`src/rtl/out_edge_logger.sv`:
```
// out_edge_logger: samples a single monitored net, timestamps each level
// transition with a free-running cycle counter and queues (timestamp, level)
// records in a first-word-fall-through FIFO drained over valid/ready.
module out_edge_logger #(
  parameter int unsigned TS_W  = 16,
  parameter int unsigned DEPTH = 8,
  parameter int unsigned CNT_W = $clog2(DEPTH) + 1
) (
  input  logic             iccad_clk,
  input  logic             iccad_rst,
  input  logic             en,
  input  logic             out_in,
  output logic             level,
  output logic             rec_valid,
  input  logic             rec_ready,
  output logic [TS_W-1:0]  rec_ts,
  output logic             rec_level,
  output logic [CNT_W-1:0] fill,
  output logic             overflow
);

  localparam int unsigned PTR_W = (DEPTH > 1) ? $clog2(DEPTH) : 1;

  // One queued transition: timestamp plus the level the net moved to.
  typedef struct packed {
    logic [TS_W-1:0] ts;
    logic            lvl;
  } rec_t;

  rec_t             mem_q [DEPTH];

  logic [TS_W-1:0]  ts_q,       ts_d;
  logic             level_q,    level_d;
  logic [CNT_W-1:0] fill_q,     fill_d;
  logic [PTR_W-1:0] wr_ptr_q,   wr_ptr_d;
  logic [PTR_W-1:0] rd_ptr_q,   rd_ptr_d;
  logic             overflow_q, overflow_d;

  logic             edge_det_c;
  logic             full_c;
  logic             pop_c;
  logic             push_c;
  logic             drop_c;

  // Edge detect and FIFO handshake decisions for this cycle.
  always_comb begin
    edge_det_c = en & (out_in != level_q);
    full_c     = (fill_q == CNT_W'(DEPTH));
    pop_c      = (fill_q != '0) & rec_ready;
    // A pop on a full FIFO frees the slot the incoming record needs.
    push_c     = edge_det_c & (~full_c | pop_c);
    drop_c     = edge_det_c & full_c & ~pop_c;
  end

  // Next-state for counter, sampler, pointers, fill level and sticky flag.
  always_comb begin
    ts_d       = ts_q;
    level_d    = out_in;
    fill_d     = fill_q;
    wr_ptr_d   = wr_ptr_q;
    rd_ptr_d   = rd_ptr_q;
    overflow_d = overflow_q;

    if (en) begin
      ts_d = ts_q + TS_W'(1);
    end

    if (push_c) begin
      wr_ptr_d = wr_ptr_q + PTR_W'(1);
    end

    if (pop_c) begin
      rd_ptr_d = rd_ptr_q + PTR_W'(1);
    end

    case ({push_c, pop_c})
      2'b10:   fill_d = fill_q + CNT_W'(1);
      2'b01:   fill_d = fill_q - CNT_W'(1);
      default: fill_d = fill_q;
    endcase

    if (drop_c) begin
      overflow_d = 1'b1;
    end
  end

  // State registers with synchronous active-high reset.
  always_ff @(posedge iccad_clk) begin
    if (iccad_rst) begin
      ts_q       <= '0;
      level_q    <= 1'b0;
      fill_q     <= '0;
      wr_ptr_q   <= '0;
      rd_ptr_q   <= '0;
      overflow_q <= 1'b0;
    end else begin
      ts_q       <= ts_d;
      level_q    <= level_d;
      fill_q     <= fill_d;
      wr_ptr_q   <= wr_ptr_d;
      rd_ptr_q   <= rd_ptr_d;
      overflow_q <= overflow_d;
    end
  end

  // Record storage; contents need no reset since fill qualifies them.
  always_ff @(posedge iccad_clk) begin
    if (!iccad_rst && push_c) begin
      mem_q[wr_ptr_q] <= '{ts: ts_q, lvl: out_in};
    end
  end

  // Head entry falls through to the outputs.
  always_comb begin
    level     = level_q;
    rec_valid = (fill_q != '0);
    rec_ts    = mem_q[rd_ptr_q].ts;
    rec_level = mem_q[rd_ptr_q].lvl;
    fill      = fill_q;
    overflow  = overflow_q;
  end

endmodule

```
`config.mk`:
```
export PLATFORM = sky130hd
export DESIGN_NAME = out_edge_logger
export DESIGN_NICKNAME = d
export VERILOG_FILES = /design/src/rtl/out_edge_logger.sv
export SDC_FILE = /design/constraint.sdc
export NUM_CORES = 1
export LEC_CHECK = 0
export ABC_AREA = 1
export ABC_CLOCK_PERIOD_IN_PS = 3000
export BUFFER_PORTS_ARGS = -buffer_cell sky130_fd_sc_hd__buf_2
export CAP_MARGIN = 15
export CORE_ASPECT_RATIO = 2
export CORE_UTILIZATION = 30
export DETAILED_ROUTE_END_ITERATION = 6
export GPL_TIMING_DRIVEN = 0
export PLACE_DENSITY = 0.56
export SLEW_MARGIN = 20
export SYNTH_ARGS = -nofsm -noshare
export SYNTH_HDL_FRONTEND = slang
export SYNTH_SLANG_ARGS = --single-unit
export TNS_END_PERCENT = 100
```
`constraint.sdc`:
```
create_clock -name iccad_clk -period 3 [get_ports iccad_clk]
set_clock_uncertainty 0.1 [all_clocks]
set_input_delay 0.15 -clock iccad_clk [delete_from_list [all_inputs] [get_ports iccad_clk]]
set_output_delay 0.15 -clock iccad_clk [all_outputs]
set_load 0.005 [all_outputs]
```
After elaboration in Yosys (flattened, before gate mapping)
Memories as Yosys holds them, arrays and structs flattened. A register that Yosys moved wholly into a read port is not among the register bits.
Cells that the tools add are included.

operators by class
  $add $sub $neg = 5
  equality and inequality tests = 4
  multiplexer cells = 5
  bitwise logic cells = 8
  reduce and logical (&&, ||, !) cells = 4

operators with widths
  cell                                               count
  adder 16 x 1 -> 16 bit (second input constant)     1
  one-hot mux 4 bit (2 select lines)                 1
  adder 3 x 1 -> 3 bit (second input constant)       2
  2-to-1 mux 3 bit                                   2
  AND 1 bit                                          5
  adder 4 x 1 -> 4 bit (second input constant)       1
  == test 4 bit (second input constant)              1
  nonzero test 4 bit                                 1
  subtractor 4 x 1 -> 4 bit (second input constant)  1
  == test 2 x 1 -> 1 bit (second input constant)     1
  == test 2 bit (second input constant)              1
  2-to-1 mux 1 bit                                   2
  inverter 1 bit                                     2
  nonzero test 2 bit                                 1
  logical AND 1 bit                                  1
  logical NOT 1 bit                                  1
  != test 1 bit                                      1
  bitwise OR 1 bit                                   1

word-level totals
  bits in registers = 28
  bits in writable memories = 136
  output and inout bits = 24
  word-level logic and storage cells = 33
  memories = 1

memories
  memory  words  bits a word  read ports  clocked after memory_dff  write ports  line  RTL
  mem_q   8      17           1           1                         1            30    rec_t mem_q [DEPTH];

Depth between registers and ports, before layout
  depth in word-level cells = 7
  gate-level depth with buffers = 13
  depth with buffers taken out = 13

Least setup slack after synthesis
Ideal clock, no wire load.

  kind = register -> register
  from = register fill_q[1] (netlist: fill[1])
  to = memory mem_q[0][0] (netlist name) (enable)
  library setup time = 0.413 ns
  arrival time = 2.169 ns
  data required time = 2.487 ns
  setup slack = 0.319 ns
  cell stages (with the launch flop) = 9
  buffers on the path = 0
  clock period less this slack = 2.681 ns
  cells stage by stage = dfxtp_1 nor2_2 nand2_1 inv_2 nand2_1 nand2_2 nor2_2 inv_1 nor3_1

on the way
  longest elaborated chain between the ends = 7

RTL lines
  element                                                     line    RTL
  start, declared                                             34      logic [CNT_W-1:0] fill_q, fill_d;
  start signal, assigned                                      99      fill_q <= fill_d;
  nonzero test 4 bit / == test 4 bit (equally long branches)  49, 48
  AND 1 bit / inverter 1 bit (equally long branches)          49, 51
  bitwise OR 1 bit (*)                                        51      push_c = edge_det_c & (~full_c | pop_c);
  AND 1 bit (*)                                               51
  logical AND 1 bit (*)                                       108     if (!iccad_rst && push_c) begin
  2-to-1 mux 1 bit (*)                                        108
  2-to-1 mux 1 bit (implied by the code) (*)                  109     mem_q[wr_ptr_q] <= '{ts: ts_q, lvl: out_in};
  end, declared                                               30

Mark *: on every way between the ends. The rest lies on a longest branch, timed or not.

Worst setup path in the final report
  from = input out_in
  to = memory mem_q[6][15] (netlist name) (enable)

on the way
  longest elaborated chain between the ends = 6

RTL lines
  element                                 line  RTL
  start, declared                         12    input logic out_in,
  != test 1 bit                           47    edge_det_c = en & (out_in != level_q);
  AND 1 bit                               47
  AND 1 bit                               51
  logical AND 1 bit                       108
  2-to-1 mux 1 bit                        108
  2-to-1 mux 1 bit (implied by the code)  109

No other way between the ends.

==> out/metrics.cfg <==
[status]
status=finished, final reports clean

[route]
totalWireLength_um=16300
num_vias=4617
drc=0
wl_per_cell_um=16.7
drtPass1Iterations=4
avgViaCountPerCell=4.72
detail-route-antenna-nets=0
drtIter0Drc=196

[pwr]
power.density_nw_per_um2=742
peakVddDrop_v=0.000421
p_leak_nw=3.01

[global_routing]
grt_max_degree=17
grt_pass1_vias=4720
antenna_found_initial=0
track_usage=0.151
grt_overflow=0
grt_pass1_wl_um=25900

[clock_tree]
cts_made_buffers=17
root_buffer=clkbuf_16
clockBufferDepth=2
htree_levels=4
clock-sinks=167
cts_tree=built
clk_pin_slew_worst_paths_ns=0.06
worstSkewPairLatency_ns=0.42
postCtsSetupRepairBufs=0

[place]
dp.cells=943
port_buffers=28
dpl.hpwl_um=11900
gp_congestion=0.768

[finish]
final_cells=978
nets=694
drive_above_1_share=0.160
seqCellArea_um2=4700
syn2layout_area_growth_pct=18.5
multi_input_area_um2=2000
final_common_cell=edfxtp_1
layout_common_cells=edfxtp_1 (136), nor2_1 (130), nand2_1 (109)
fillers=2253
n_antenna_cell=0

[synthesis]
syn_area_um2=6930
synthFlopType=edfxtp_1
yosys_warnings=0
synth_cells=624
synth_cell_types=32
synth-seq-area-share=0.678
ys_seq_elements=167
async_reset_ff_frac=0
synth-edff-count=136
syn-num-nets=633
syn_avg_cell_area_um2=11.1

[worst_hold_path]
hold_end=overflow
hold_class=primary input to flop
worstHoldStart=rec_ready
hold_depth=4

[timing]
setup_viol=0
rsz0062_at_grt=no
fin_crit_ns=2.53
whs_ns=0.0706
finalHoldViolations=0
worst_pin_slew_ns=0.853
period_share=0.845
max_clock_freq_ghz=0.394
slew_violations=0
slew_headroom=0.429

[setup_path]
endpoint_kind=flop
timing.rr.end=mem_q[6][15]
worstReg2RegStart=fill[2]
ff2ff_path_depth=9
critPathArrivalTime_ns=2.57
crit_type=primary input to flop
worstPathMaxFanout=11
cp-start-kind=primary input
crit_required_ns=3.03
r2r_slack_ns=0.52

[floorplanning]
die_w_um=110
die_area_um2=23800
fp.coreArea_um2=22600
io-pin-count=29
initial_core_util=0.306
die_h_um=217
rows=78

[run]
maxCapViolations=0

-- critical path: stages --
cell and delay [ns]:
dlygate4sd3_1 0.53, buf_2 0.20, nand2_1 0.11, nand2_1 0.08, nor2_4 0.17, nand2_2 0.14, nor2_2 0.14, inv_1 0.12
nor3_2 0.66, buf_6 0.25
-- report_power, final --
part	leakage, nW	internal (mW)	switching, mW
logic	1.19	0.447	0.787
registers	1.53	2.54	0.0684
clock network	0.295	1.43	0.833
total	3.01	4.41	1.69
-- final cells by class --
class / instances / area share
clock inverters: 7 / 0.0139
multi-input cells: 397 / 0.243
clock buffers: 25 / 0.0618
inverters: 33 / 0.0151
plain buffers: 27 / 0.0170
well taps: 280 / 0.0426
repair buffers: 42 / 0.0344
flip-flops and latches: 167 / 0.572
-- per-layer routing --
layer | vias to the layer above | track usage | wire (µm)
li1 | 2306 | - | -
met3 | 20 | 0.0288 | 588
met2 | 81 | 0.289 | 9510
met4 | 0 | 0.0707 | 368
met1 | 2210 | 0.149 | 5820
met5 | - | 0 | 0
-- Yosys cell counts, drive strengths merged (3+ instances only) --
cell    count  area, µm²
a21oi      17       85.1
buf        14       91.3
clkbuf     13       48.8
dfxtp      31        621
edfxtp    136       4080
ha          4       50.1
inv        32        120
nand2     117        469
nand3      11       75.1
nand4       3       18.8
nor2      143        574
nor3       11       66.3
o21ai      47        235
o32ai      34        298
-- worst max path at each step --
stage	from	endpoint
after floorplan	fill[1]	mem_q[0][0]
after global placement	fill[0]	mem_q[0][10]
after detailed placement	fill[1]	mem_q[6][10]
after CTS	out_in	mem_q[6][15]
after global routing	fill[2]	mem_q[6][8]
final	out_in	mem_q[6][15]
-- sequential cells by signal (all words and copies together), names as in the netlist, named ones only --
signal	count
fill	4
wr_ptr_q	3
overflow	1
rd_ptr_q	3
level	1
ts_q	16
mem_q	136
-- timing repair --
item | CTS | global route
endpoints found under the hold margin | 12 | 0
hold buffers | 3 | 0
gates resized for setup | 0 | 0
-- stage by stage --
stage	util	area [µm²]	setup TNS, ns	setup slack [ns]	power [mW]
floorplan	-	6930	0	0.319	3.44
global placement	0.328	7420	-55.96	-0.922	3.90
detailed placement	0.334	7570	0	0.511	3.91
CTS	0.363	8220	0	0.471	6.17
global route	0.363	8220	0	0.375	6.41
finish	0.363	8220	0	0.465	6.10
-- logic make-up after synthesis --
group                      Yosys count  synth area share
AOI/OAI and AO/OA                  101            0.0920
xor gates and xnor gates             4           0.00505
adders and majority gates            4           0.00722
buffers and inverters               60            0.0381
DFF                                167             0.678
and+or+nand+nor                    288             0.179
Power figures use the tool's default switching activity.
